**config.mk**
```make
export PLATFORM = sky130hd
export DESIGN_NAME = row_scan_controller
export DESIGN_NICKNAME = d
export VERILOG_FILES = /design/src/rtl/row_scan_controller.sv
export SDC_FILE = /design/constraint.sdc
export NUM_CORES = 2
export LEC_CHECK = 0
export BUFFER_PORTS_ARGS = -buffer_cell sky130_fd_sc_hd__buf_4
export CAP_MARGIN = 15
export CORE_ASPECT_RATIO = 1.75
export CORE_MARGIN = 2
export CORE_UTILIZATION = 62
export CTS_CLUSTER_SIZE = 16
export DETAILED_ROUTE_END_ITERATION = 7
export PLACE_DENSITY = 0.85
export SYNTH_ARGS = -nofsm -noshare
export SYNTH_HDL_FRONTEND = slang
export SYNTH_SLANG_ARGS = --single-unit
```
**constraint.sdc**
```tcl
create_clock -name clk -period 75.7 [get_ports clk]
set_input_delay 15.14 -clock clk [delete_from_list [all_inputs] [get_ports clk]]
set_output_delay 15.14 -clock clk [all_outputs]
set_load 0.01 [all_outputs]
```
**src/rtl/row_scan_controller.sv**
```systemverilog
// Row-scan controller for an 8x8 RGB matrix: BLANK -> LOAD -> DRIVE per row, feeding a PWM stage.
// Optional macro DOUBLE_BUFFER_EN adds a back bank swapped at end of frame on swap_req.
module row_scan_controller #(
    parameter int DWELL_PERIODS = 4,
    parameter int BLANK_CYCLES  = 8
) (
    input  logic        clk,
    input  logic        reset,
    input  logic        wr_en,
    input  logic [5:0]  wr_addr,
    input  logic [23:0] wr_data,
    input  logic        swap_req,
    output logic        swap_ack,
    output logic [23:0] ocr1,
    output logic [23:0] ocr2,
    output logic [23:0] ocr3,
    output logic [23:0] ocr4,
    output logic [23:0] ocr5,
    output logic [23:0] ocr6,
    output logic [23:0] ocr7,
    output logic [23:0] ocr8,
    output logic        en,
    output logic [7:0]  row_n,
    output logic        frame_start
);

    localparam int DWELL_CLKS = DWELL_PERIODS * 256;
    localparam int DW         = $clog2(DWELL_CLKS);
`ifdef DOUBLE_BUFFER_EN
    localparam int BANKS = 2;
    localparam int AW    = 7;
`else
    localparam int BANKS = 1;
    localparam int AW    = 6;
`endif
    localparam int WORDS = 64 * BANKS;

    typedef enum logic [1:0] {ST_BLANK, ST_LOAD, ST_DRIVE} state_t;

    state_t        state_q, state_d;
    logic [7:0]    blank_q, blank_d;
    logic [DW-1:0] dwell_q, dwell_d;
    logic [2:0]    row_q, row_d;
    logic [23:0]   ocr_q [8];
    logic [23:0]   ocr_d [8];
    logic [23:0]   mem_q [WORDS];
    logic [AW-1:0] wr_ptr;
    logic [AW-1:0] rd_base;
    logic          drive_done;

`ifdef DOUBLE_BUFFER_EN
    logic disp_q, pend_q, swap_fire;

    // Bank exchange only at the boundary after row 7, so a frame never mixes banks.
    assign swap_fire = drive_done && (row_q == 3'd7) && pend_q;
    assign swap_ack  = swap_fire;
    assign wr_ptr    = {~disp_q, wr_addr};
    assign rd_base   = {disp_q, row_q, 3'b000};

    always_ff @(posedge clk or posedge reset) begin
        if (reset) begin
            disp_q <= 1'b0;
            pend_q <= 1'b0;
        end else begin
            if (swap_fire) disp_q <= ~disp_q;
            pend_q <= swap_req | (pend_q & ~swap_fire);
        end
    end
`else
    logic unused_swap_req;

    assign unused_swap_req = swap_req;
    assign swap_ack        = 1'b0;
    assign wr_ptr          = wr_addr;
    assign rd_base         = {row_q, 3'b000};
`endif

    always_ff @(posedge clk or posedge reset) begin
        if (reset) begin
            for (int i = 0; i < WORDS; i++) mem_q[i] <= '0;
        end else if (wr_en) begin
            mem_q[wr_ptr] <= wr_data;
        end
    end

    always_comb begin
        state_d    = state_q;
        blank_d    = blank_q;
        dwell_d    = dwell_q;
        row_d      = row_q;
        ocr_d      = ocr_q;
        drive_done = 1'b0;
        case (state_q)
            ST_BLANK: begin
                if (blank_q == 8'(BLANK_CYCLES - 1)) begin
                    blank_d = '0;
                    state_d = ST_LOAD;
                end else begin
                    blank_d = blank_q + 8'd1;
                end
            end
            ST_LOAD: begin
                // Snapshot the row here so later writes cannot disturb the row being driven.
                for (int c = 0; c < 8; c++) ocr_d[c] = mem_q[rd_base | AW'(c)];
                dwell_d = '0;
                state_d = ST_DRIVE;
            end
            ST_DRIVE: begin
                if (dwell_q == DW'(DWELL_CLKS - 1)) begin
                    drive_done = 1'b1;
                    dwell_d    = '0;
                    row_d      = row_q + 3'd1;
                    state_d    = ST_BLANK;
                end else begin
                    dwell_d = dwell_q + DW'(1);
                end
            end
            default: state_d = ST_BLANK;
        endcase
    end

    always_ff @(posedge clk or posedge reset) begin
        if (reset) begin
            state_q <= ST_BLANK;
            blank_q <= '0;
            dwell_q <= '0;
            row_q   <= '0;
            for (int c = 0; c < 8; c++) ocr_q[c] <= '0;
        end else begin
            state_q <= state_d;
            blank_q <= blank_d;
            dwell_q <= dwell_d;
            row_q   <= row_d;
            ocr_q   <= ocr_d;
        end
    end

    assign en          = (state_q == ST_DRIVE);
    assign row_n       = (state_q == ST_BLANK) ? 8'hFF : ~(8'd1 << row_q);
    assign frame_start = (state_q == ST_LOAD) && (row_q == 3'd0);

    assign ocr1 = ocr_q[0];
    assign ocr2 = ocr_q[1];
    assign ocr3 = ocr_q[2];
    assign ocr4 = ocr_q[3];
    assign ocr5 = ocr_q[4];
    assign ocr6 = ocr_q[5];
    assign ocr7 = ocr_q[6];
    assign ocr8 = ocr_q[7];

endmodule

```
==> results.yml <==
floorplanning:
  io_pins: 237
  num_rows: 170
  die_h_um: 470
  die_x_um: 270
  fp.coreArea_mm2: 0.123
  start_util_pct: 62.6
  die-area_mm2: 0.127
pwr:
  pwr-share-comb_pct: 9.7
  p_seq_share_pct: 52.2
  intPower_mw: 1.62
  power_density_mw_per_mm2: 25.1
  p_leak_nw: 39.1
  ir_worst_vdd_v: 0.0000279
  swShare_pct: 23.2
  clock_power_share_pct: 38.0
  p_sw_mw: 0.489
timing:
  rsz0062_at_grt: "false"
  relSlewSlack_pct: 12.3
  finalCritPeriodShare_pct: 24.9
  max_freq_ghz: 0.0531
  fin_tns_setup_ps: 0
  period_minus_slack_ps: 18830
  drv_slew: 0
  skew_ps: 24.9
  worst_pin_slew_ps: 1300
  final_hold_viol_count: 0
  setup_viol: 0
logic_synthesis:
  syn-cell-area_mm2: 0.0768
  synth_flop_cell: "dfrtp_1"
  syn_nets: 5175
  synth_warnings: 0
  synthArstFlopShare_pct: 100
  synth_edf_count: 0
  postSynthAreaPerCell_um2: 15.0
  synth_common_cells: "dfrtp_1 (1,751), mux2_2 (1,518), nand2_1 (427)"
  yosysMostFrequentCell: "dfrtp_1"
  seq_area_frac_synth_pct: 57.0
  synth_top_area_cell: "dfrtp_1"
  synth_cell_types: 50
  postSynthCellCount: 5130
  yosysTopAreaCellShare_pct: 57.0
  synth_top_cells_by_area: "dfrtp_1 (57%), mux2_2 (22%), mux4_2 (11%), nand2_1 (2.1%), a31oi_1 (1.6%)"
  ys_seq_elements: 1751
clocking:
  numCtsBuffers: 154
  cts_resized: 0
  cts.path.max_buffers: 3
  insertion_delay_ps: 790
  cts_root_buf: "clkbuf_16"
  h-tree-depth: 4
  cts.sinks: 1751
  clk_pin_slew_ps: 70
  post_cts_buffers: 0
  cts_tree: "done"
  hold_buffers: 0
detailed_routing:
  wirelength_mm: 179
  avgViaCountPerCell: 6.38
  drc: 0
  wire_per_inst_um: 26.1
  dr.pass1.iters: 5
  via_count: 43752
  drt_first_iter_violations: 3222
  antenna_left: 0
placement:
  routabilityCongestion: 0.767
  portBuffers: 234
  hpwl_mm: 103
worst_setup_path:
  cp.required_ps: 76460
  worst_r2r_endpoint: "ocr4[5]"
  rr_worst_depth: 6
  cp_max_fo: 189
  crit_type: "primary input to asynchronous set/reset pin"
  start_kind: "primary input"
  timing.critical_path.to: "mem_q[967]"
  reg2reg_setup_slack_ps: 71050
  crit_start: "reset"
  endpoint_kind: "asynchronous set/reset pin"
  reg2reg_from: "row_q[0]"
  cp.arrival_ps: 19590
global_routing:
  grt_pass1_wl_mm: 284
  grt.total_usage_pct: 29.0
  grt_max_degree: 227
  grt_pass1_vias: 48249
  grt.overflow.total: 0
  antenna_found_initial: 4
min_path:
  worst_hold_path_type: "register to register"
finish:
  regArea_mm2: 0.0438
  fillCellCount: 7877
  multi_input_area_mm2: 0.0306
  drive_above_1_share_pct: 48.2
  syn_to_final_growth_pct: 9.41
  finish.utilization_pct: 68.5
  nets: 5146
flow_run:
  cap_violations: 0
run_status:
  status: "complete, no violations"
-- logic make-up after synthesis --
logic type | Yosys count | synth area share (%)
compound gates | 208 | 1.70
xor+xnor | 11 | 0.125
fa+ha+maj | 11 | 0.179
buf+inv | 500 | 3.19
flops | 1751 | 57.0
mux | 1923 | 33.8
other cells | 1 | 0.00488
simple gates | 725 | 3.97
-- cell type report --
| type | instances | share of cell area [%] |
|---|---|---|
| inverters | 11 | 0.0670 |
| multi-input cells | 2879 | 36.4 |
| diodes | 3 | 0.00893 |
| clock inverters | 59 | 0.781 |
| well taps | 1634 | 2.43 |
| repair buffers | 304 | 2.88 |
| flip-flops and latches | 1751 | 52.1 |
| clock buffers | 217 | 5.29 |
-- cell usage in the layout (no fill, tap or decap), types with 8 or more instances in the layout --
master,count
clkbuf_16,160
nor2_1,208
nor2_2,15
inv_6,8
nand2_1,420
ha_1,10
inv_1,9
nand2_2,27
mux2_1,19
bufinv_16,12
buf_4,294
clkinv_2,33
buf_12,8
a31oi_1,192
mux4_2,384
clkbuf_8,23
clkbuf_1,34
xnor2_1,9
dfrtp_1,1748
mux2_2,1518
-- per-stage QoR --
stage	cell area, um^2	std cells	setup slack, ps	hold slack, ps	power [mW]
CTS	84000	6853	56770	477	2.12
floorplan	76800	5130	11130	439	1.28
finish	84100	6858	56870	470	2.11
detailed placement	78900	6577	55910	464	1.32
global route	84100	6856	56130	500	2.19
global placement	78900	6577	56070	456	1.30
-- worst min-delay path by stage --
| stage | slack, ps | startpoint | depth (start not counted) | end |
|---|---|---|---|---|
| after global routing | 500 | mem_q[803] | 1 | mem_q[803] |
| after floorplan | 440 | blank_q[7] | 1 | blank_q[7] |
| after global placement | 460 | blank_q[7] | 1 | blank_q[7] |
| after detailed placement | 460 | blank_q[7] | 1 | blank_q[7] |
| after CTS | 480 | blank_q[7] | 1 | blank_q[7] |
| final | 470 | blank_q[7] | 1 | blank_q[7] |
-- worst max-delay path, cell delays in order --
cell    delay [ps]
buf_4          130
inv_8          560
buf_4          850
buf_4          790
buf_12         650
buf_4          920
-- registers in the layout, indices dropped and copies added, names as in the netlist --
| signal | cells |
|---|---|
| ocr8 | 24 |
| blank_q | 8 |
| ocr2 | 24 |
| ocr7 | 24 |
| ocr3 | 24 |
| state_q | 2 |
| mem_q | 1536 |
| ocr4 | 24 |
| ocr5 | 24 |
| ocr1 | 24 |
| dwell_q | 10 |
| ocr6 | 24 |
| row_q | 3 |
-- routing by layer --
metal / vias to the layer above / routed length (um) / track usage, %
li1: 18410 / - / -
met1: 23734 / 70200 / 37.0
met2: 1211 / 91600 / 49.2
met3: 393 / 10500 / 5.76
met4: 4 / 6500 / 11.3
met5: - / 27 / 0
-- power by group through the flow --
stage                     Clock, mW  Sequential (mW)  Combinational, mW
after global placement            0             1.11              0.195
after floorplan                   0             1.11              0.168
after global routing          0.851             1.12              0.225
after detailed placement          0             1.12              0.206
final                         0.803             1.10              0.206
after CTS                     0.813             1.10              0.208
No activity file was read; power rests on OpenSTA's default activity.
